### config.mk
export PLATFORM = sky130hd
export DESIGN_NAME = coh_probe_responder
export DESIGN_NICKNAME = d
export VERILOG_FILES = /design/src/rtl/coh_probe_responder.sv
export SDC_FILE = /design/constraint.sdc
export NUM_CORES = 1
export LEC_CHECK = 0
export BUFFER_PORTS_ARGS = -buffer_cell sky130_fd_sc_hd__clkbuf_2
export CAP_MARGIN = 0
export CORE_AREA = 2 2 211 213
export DETAILED_ROUTE_END_ITERATION = 6
export DIE_AREA = 0 0 213 215
export GPL_TIMING_DRIVEN = 0
export PLACE_DENSITY = 0.74
export SETUP_SLACK_MARGIN = 0.5
export SLEW_MARGIN = 5
export SYNTH_ARGS = -nofsm -noshare
export SYNTH_HDL_FRONTEND = slang
export SYNTH_SLANG_ARGS = --single-unit
### constraint.sdc
create_clock -name clk -period 9.2 [get_ports clk]
set_input_delay 1.84 -clock clk [delete_from_list [all_inputs] [get_ports clk]]
set_output_delay 1.84 -clock clk [all_outputs]
set_load 0.05 [all_outputs]
### src/rtl/coh_probe_responder.sv
// Coherence probe responder: tracks locally cached lines and answers directory
// invalidation probes, writing a dirty line back before acknowledging it.
module coh_probe_responder #(
    parameter int unsigned LINE_ADDR_W = 32,
    parameter int unsigned N_ENTRIES   = 8
) (
    input  logic                   clk,
    input  logic                   rst_n,
    input  logic                   inval_valid,
    input  logic [LINE_ADDR_W-1:0] inval_addr,
    output logic                   inval_ready,
    input  logic                   track_valid,
    input  logic [LINE_ADDR_W-1:0] track_addr,
    input  logic                   track_dirty,
    output logic                   track_ready,
    output logic                   wb_valid,
    output logic [LINE_ADDR_W-1:0] wb_addr,
    input  logic                   wb_ready,
    output logic                   ack_valid,
    output logic [LINE_ADDR_W-1:0] ack_addr,
    output logic [1:0]             ack_type,
    output logic                   ack_dirty,
    input  logic                   ack_ready,
    output logic                   busy
);

    localparam int unsigned IdxW = (N_ENTRIES > 1) ? $clog2(N_ENTRIES) : 1;

    typedef enum logic [1:0] {StIdle, StLookup, StWb, StAck} state_e;

    state_e                 state_q;
    logic [LINE_ADDR_W-1:0] probe_addr_q;
    logic [IdxW-1:0]        hit_idx_q;
    logic                   wb_valid_q, ack_valid_q, ack_dirty_q;
    logic [LINE_ADDR_W-1:0] wb_addr_q, ack_addr_q;

    logic [N_ENTRIES-1:0]   valid_q, valid_d, dirty_q, dirty_d;
    logic [LINE_ADDR_W-1:0] addr_q [N_ENTRIES];
    logic [LINE_ADDR_W-1:0] addr_d [N_ENTRIES];

    logic            t_hit, p_hit, p_dirty, alloc_found, full, track_fire, clr_en;
    logic [IdxW-1:0] t_idx, p_idx, alloc_idx, clr_idx;

    always_comb begin
        t_hit       = 1'b0;
        t_idx       = '0;
        p_hit       = 1'b0;
        p_idx       = '0;
        p_dirty     = 1'b0;
        alloc_found = 1'b0;
        alloc_idx   = '0;
        for (int i = 0; i < int'(N_ENTRIES); i++) begin
            if (valid_q[i] && addr_q[i] == track_addr) begin
                t_hit = 1'b1;
                t_idx = IdxW'(i);
            end
            if (valid_q[i] && addr_q[i] == probe_addr_q) begin
                p_hit   = 1'b1;
                p_idx   = IdxW'(i);
                p_dirty = dirty_q[i];
            end
            if (!valid_q[i] && !alloc_found) begin
                alloc_found = 1'b1;
                alloc_idx   = IdxW'(i);
            end
        end
    end

    assign full = &valid_q;

    // A line under invalidation must not be re-filled until the probe completes.
    assign track_ready = (t_hit || !full) && !(state_q != StIdle && track_addr == probe_addr_q);
    assign track_fire  = track_valid && track_ready;

    always_comb begin
        clr_en  = 1'b0;
        clr_idx = '0;
        if (state_q == StLookup && p_hit && !p_dirty) begin
            clr_en  = 1'b1;
            clr_idx = p_idx;
        end else if (state_q == StWb && wb_ready) begin
            clr_en  = 1'b1;
            clr_idx = hit_idx_q;
        end
    end

    // The cleared entry is still valid this cycle, so allocation never picks it.
    always_comb begin
        valid_d = valid_q;
        dirty_d = dirty_q;
        addr_d  = addr_q;
        if (clr_en) valid_d[clr_idx] = 1'b0;
        if (track_fire) begin
            if (t_hit) begin
                dirty_d[t_idx] = dirty_q[t_idx] | track_dirty;
            end else begin
                valid_d[alloc_idx] = 1'b1;
                addr_d[alloc_idx]  = track_addr;
                dirty_d[alloc_idx] = track_dirty;
            end
        end
    end

    always_ff @(posedge clk) begin
        if (!rst_n) valid_q <= '0;
        else        valid_q <= valid_d;
    end

    always_ff @(posedge clk) begin
        dirty_q <= dirty_d;
        addr_q  <= addr_d;
    end

    always_ff @(posedge clk) begin
        if (!rst_n) begin
            state_q      <= StIdle;
            probe_addr_q <= '0;
            hit_idx_q    <= '0;
            wb_valid_q   <= 1'b0;
            wb_addr_q    <= '0;
            ack_valid_q  <= 1'b0;
            ack_addr_q   <= '0;
            ack_dirty_q  <= 1'b0;
        end else begin
            case (state_q)
                StIdle: begin
                    if (inval_valid) begin
                        probe_addr_q <= inval_addr;
                        state_q      <= StLookup;
                    end
                end
                StLookup: begin
                    if (p_hit && p_dirty) begin
                        wb_valid_q <= 1'b1;
                        wb_addr_q  <= probe_addr_q;
                        hit_idx_q  <= p_idx;
                        state_q    <= StWb;
                    end else begin
                        ack_valid_q <= 1'b1;
                        ack_addr_q  <= probe_addr_q;
                        ack_dirty_q <= 1'b0;
                        state_q     <= StAck;
                    end
                end
                StWb: begin
                    if (wb_ready) begin
                        wb_valid_q  <= 1'b0;
                        ack_valid_q <= 1'b1;
                        ack_addr_q  <= probe_addr_q;
                        ack_dirty_q <= 1'b1;
                        state_q     <= StAck;
                    end
                end
                StAck: begin
                    if (ack_ready) begin
                        ack_valid_q <= 1'b0;
                        state_q     <= StIdle;
                    end
                end
                default: state_q <= StIdle;
            endcase
        end
    end

    assign inval_ready = (state_q == StIdle);
    assign busy        = (state_q != StIdle);
    assign wb_valid    = wb_valid_q;
    assign wb_addr     = wb_addr_q;
    assign ack_valid   = ack_valid_q;
    assign ack_addr    = ack_addr_q;
    assign ack_dirty   = ack_dirty_q;
    assign ack_type    = 2'd2;

endmodule

; After elaboration in Yosys (flattened, before gate mapping)
; Cells that the tools add are included.
[totals]
register_bits = 376
inputBits = 71
[classes]
n_lt_le_gt_ge = 8
eq_ne = 25
mux = 90
n_bitwise = 6
n_reduce_logical = 63
[op_table]
columns = op, n
row1 = $eq A32 B32 Y1, 17
row2 = $bwmux W256, 1
row3 = $demux W32 S3, 1
row4 = $mux W32, 3
row5 = $pmux W32 S2, 1
row6 = $mux W3, 20
row7 = $mux W1, 47
row8 = $logic_and A1 B1 Y1, 34
row9 = $mux W8, 4
row10 = $bwmux W8, 2
row11 = $logic_not A1 Y1, 16
row12 = $lt A3 B4 Y1 const B, 3
row13 = $demux W1 S3, 3
row14 = $ge A3 B1 Y1 const B, 3
row15 = $reduce_and A3 Y1, 3
row16 = $and A8 B8 Y8, 1
row17 = $ne A2 B2 Y1 const B, 4
row18 = $not A8 Y8, 1
row19 = $or A8 B8 Y8, 1
row20 = $pmux W2 S4, 1
row21 = $reduce_and A8 Y1, 1
row22 = $mux W2, 3
row23 = $reduce_and A2 Y1, 3
row24 = $eq A2 B2 Y1 const B, 2
row25 = 15 further kinds, 17

; Logic depth before layout (Yosys ltp)
[depth]
ltp_word = 28
mapped_depth = 13
depth_no_buf = 9

; Least setup slack after synthesis
; Ideal clock, no wire load.
[synth_path]
kind = input to register
startpoint = input port track_addr[21]
endpoint = register addr_q[160] in the netlist's numbering, enable pin
setup_ns = 0.461
arrival_ns = 6.150
required_ns = 8.739
slack_ns = 2.589
cell_stages = 10
cell_sequence = buf_2 -> xor2_1 -> nor4_1 -> and3_1 -> and4_1 -> nor4b_1 -> nand3b_1 -> or2_2 -> buf_6 -> nor3_1
[synth_via]
elab_chain_cells = 14
word_cells_on_any_way = 32
[synth_lines]
columns = element, line_no
row1 = from (decl), 13  ; input logic [LINE_ADDR_W-1:0] track_addr,
row2 = $eq A32 B32 Y1, 53  ; if (valid_q[i] && addr_q[i] == track_addr) begin
row3 = $logic_and A1 B1 Y1, 53
row4 = $mux W1 (8 in a row), 53
row5 = $logic_or A1 B1 Y1, 72  ; assign track_ready = (t_hit || !full) && !(state_q != StIdle && track_addr == probe_addr_q);
row6 = $logic_and A1 B1 Y1, 72
row7 = $logic_and A1 B1 Y1, 73  ; assign track_fire = track_valid && track_ready;
row8 = $reduce_and A2 Y1 (no line) (*), --
row9 = to (signal assigned), 111  ; addr_q <= addr_d;
row10 = to (decl), 38  ; logic [LINE_ADDR_W-1:0] addr_q [N_ENTRIES];
; Every way passes the cells marked *; elsewhere a longest branch is shown, timed or not.
; A chain may end at the register's enable or synchronous reset.

; Worst setup path after layout
[layout_path]
startpoint = input port track_addr[8]
endpoint = output port track_ready
[layout_via]
elab_chain_cells = 12
word_cells_on_any_way = 29
[layout_lines]
columns = element, line_no
row1 = $eq A32 B32 Y1, 53
row2 = $logic_and A1 B1 Y1, 53
row3 = $mux W1 (8 in a row), 53
row4 = $logic_or A1 B1 Y1, 72
row5 = $logic_and A1 B1 Y1 (*), 72
row6 = to (decl), 15  ; output logic track_ready,
; Marked as above.

==> impl_metrics.ini <==
[power]
total_power_mw = 5.121
peakVddDrop_mv = 0.1491
p_comb_frac = 0.258
power_density_nw_per_um2 = 215.6
internal_power_mw = 3.272
seqPwrFrac = 0.388
pwr-share-clk = 0.353
swShare = 0.3611
leakage_nw = 8.229
power_switching_mw = 1.849

[setup_path]
crit_family = simple AND/OR/NAND/NOR gates
end_kind = output pin
cpMaxStageDelayCell = nor4_1
start_kind = primary input
rr_startpoint = probe_addr_q[6]
crit_fanout = 9
reg2reg_slack_ps = 4520
critPathRequiredTime_ps = 7360
critPathKind = in2out
rr_endpoint = valid_q[2]
r2r_cells = 11
cp_num_buf_inv = 3
crit_chain = clkbuf_2, buf_2, xor2_1, nor4_1, nand4_1, nor4_1, nor4b_1, nand3b_1, o21a_1, clkbuf_2
cpPeakStageDelay_ps = 1090
cp.arrival_ps = 6150

[sta]
slew_viol_final = 0
max_freq_ghz = 0.1252
period_share = 0.8683
finalHoldViolations = 0
max-slew-margin-rel = 0.1388
skew_ps = 23.45
setup_ws_ps = 1211
rsz0062_at_grt = false
setup_viol = 0
tightestPinTransition_ps = 1280
min_period_ps = 7989
fin_hold_ws_ps = 449.3

[clock_network]
clockBufferDepth = 3
cts-root-buf = clkbuf_16
h-tree-depth = 2
cts_buffers = 43
cts_tree = yes
ctsHoldBuffers = 0
clk_pin_slew_ps = 60
cts_setup_buffers = 0
clock-sinks = 376
cts_resized = 0
clk_latency_ps = 600

[final_layout]
drive_gt1_frac = 0.1482
final_common_cell = xor2_1
most-common-layout-cells = 326 x xor2_1, 264 x edfxtp_1, 214 x xnor2_1, 197 x nand2_1, 142 x clkbuf_2
area_delta_synth_final_pct = 14.66
post-route-util = 0.5443
nNetsFinal = 2241
fillers = 3937

[place]
dpl.hpwl_mm = 66.65
port_buffers = 140
gp_congestion = 1.054
pre_cts_slack_ps = 1474

[synth]
yosysUniqueCellTypes = 71
synth_top_cell_area_share = 0.3827
async_reset_ff_frac = 0
synthFlopType = edfxtp_1
synth_fp_nets = 2049
synthCells = 1974
synth-seq-cells = 376
synth_area_per_cell_um2 = 10.49
syn_area_um2 = 20720
yosys_warnings = 0
synth_edf_count = 264
synth_area_leaders = edfxtp_1 38%, xor2_1 14%, dfxtp_1 11%, xnor2_1 9.0%, nor4_1 3.9%
yosysSeqAreaShare = 0.4909
synth_top_area_cell = edfxtp_1

[routing]
vias = 18390
wl_per_cell_um = 35.45
wl_mm = 99.05
drt-vias-per-instance = 6.581
drt.antenna.violating_nets = 0
dr.pass1.iters = 7
drt_iter0_drc = 2986
drc = 3

[hold_path]
hold_start = wb_addr[27]
hp-class = reg2reg
min_to = wb_addr[27]
hold_depth = 2

[die]
coreArea_um2 = 43640
pin_count = 143
die_x_um = 213
rows = 77
start_util = 0.4747
die_y_um = 215
die_area_um2 = 45800

[global_route]
grt_max_degree = 33
grt_pass1_wl_mm = 133.1
grt_antenna_before_repair = 6
grt_pass1_vias = 17140
grt_overflow = 0
track_usage = 0.4291

[run_status]
failed_checks = DRC
status = complete, but fails checks

[flow_run]
cap_viol_max_count = 0
-- worst min-delay path, cell delays in order, from the launching register on --
cell,delay [ps]
dfxtp_1,310
nand2_1,50
a21oi_1,50
-- cells in the mapped netlist, drive strengths merged, types with 6 or more instances --
cell,number
nor4b,13
and3,10
nand2b,17
buf,76
nor4,130
nand4,104
edfxtp,264
or2,6
nor3,35
mux2i,8
xor2,326
or4,16
dfxtp,112
nand2,197
nand3,81
xnor2,214
and2,6
o21ai,49
a21oi,116
or3,9
inv,22
nand4b,12
clkbuf,38
o22ai,7
nor2,36
-- power by group through the flow --
stage | combinational [mW] | sequential, mW | clock, mW
after floorplan | 0.695 | 2.05 | 0
after global placement | 1.24 | 2.02 | 0
after detailed placement | 1.25 | 2.02 | 0
after CTS | 1.26 | 1.98 | 1.80
after global routing | 1.35 | 1.99 | 1.86
final | 1.32 | 1.99 | 1.81
-- worst max path at each step --
stage | cells after the start | slack [ps] | start | to
2_1_floorplan | 10 | 2590 | track_addr[21] | addr_q[160]
3_3_place_gp | 11 | -320 | track_addr[31] | addr_q[180]
3_5_place_dp | 10 | 1470 | track_addr[8] | track_ready
4_1_cts | 10 | 1440 | track_addr[8] | track_ready
5_1_grt | 10 | 1240 | track_addr[27] | track_ready
6_report | 10 | 1210 | track_addr[8] | track_ready
-- flip-flops by register name, indices dropped and copies added, names as in the netlist --
register	cells
ack_valid	1
wb_valid	1
probe_addr_q	32
ack_addr	32
addr_q	256
dirty_q	8
valid_q	8
state_q	2
wb_addr	32
hit_idx_q	3
ack_dirty	1
-- cells by family (layout without fill, tap and decap cells) --
logic type	after synthesis	after routing	synth area share
other cells	2	4	0.0003625
xor+xnor	540	540	0.2283
mux	11	11	0.005677
simple gates	691	691	0.1805
fa+ha+maj	4	4	0.002416
buf+inv	137	363	0.03110
compound gates	213	213	0.06070
flops	376	376	0.4909
-- metal layers --
layer / GRT usage / share of wire
met3: 0.1266 / 0.14
met2: 0.5965 / 0.40
met4: 0.2974 / 0.085
met1: 0.5707 / 0.37
met5: 0 / 0
-- stage by stage --
| stage | cell area, um2 | setup TNS, ps | std cells |
|---|---|---|---|
| 2_1_floorplan | 20720 | 0 | 1974 |
| 6_report | 23750 | 0 | 2794 |
| 3_5_place_dp | 22300 | 0 | 2713 |
| 5_1_grt | 23750 | 0 | 2792 |
| 3_3_place_gp | 22160 | -10240 | 2706 |
| 4_1_cts | 23750 | 0 | 2792 |
-- layout make-up --
| class | instances | area, um2 | area share |
|---|---|---|---|
| antenna | 2 | 5.005 | 0.0002107 |
| buffer | 114 | 558.0 | 0.02349 |
| clock buffer | 60 | 1266 | 0.05331 |
| clock inverter | 19 | 185.2 | 0.007796 |
| timing repair buffer | 147 | 785.8 | 0.03308 |
| sequential | 376 | 10170 | 0.4281 |
| multi-input combinational | 1461 | 9957 | 0.4192 |
| tap | 592 | 740.7 | 0.03118 |
| inverter | 23 | 86.33 | 0.003634 |
Power figures use the tool's default switching activity.
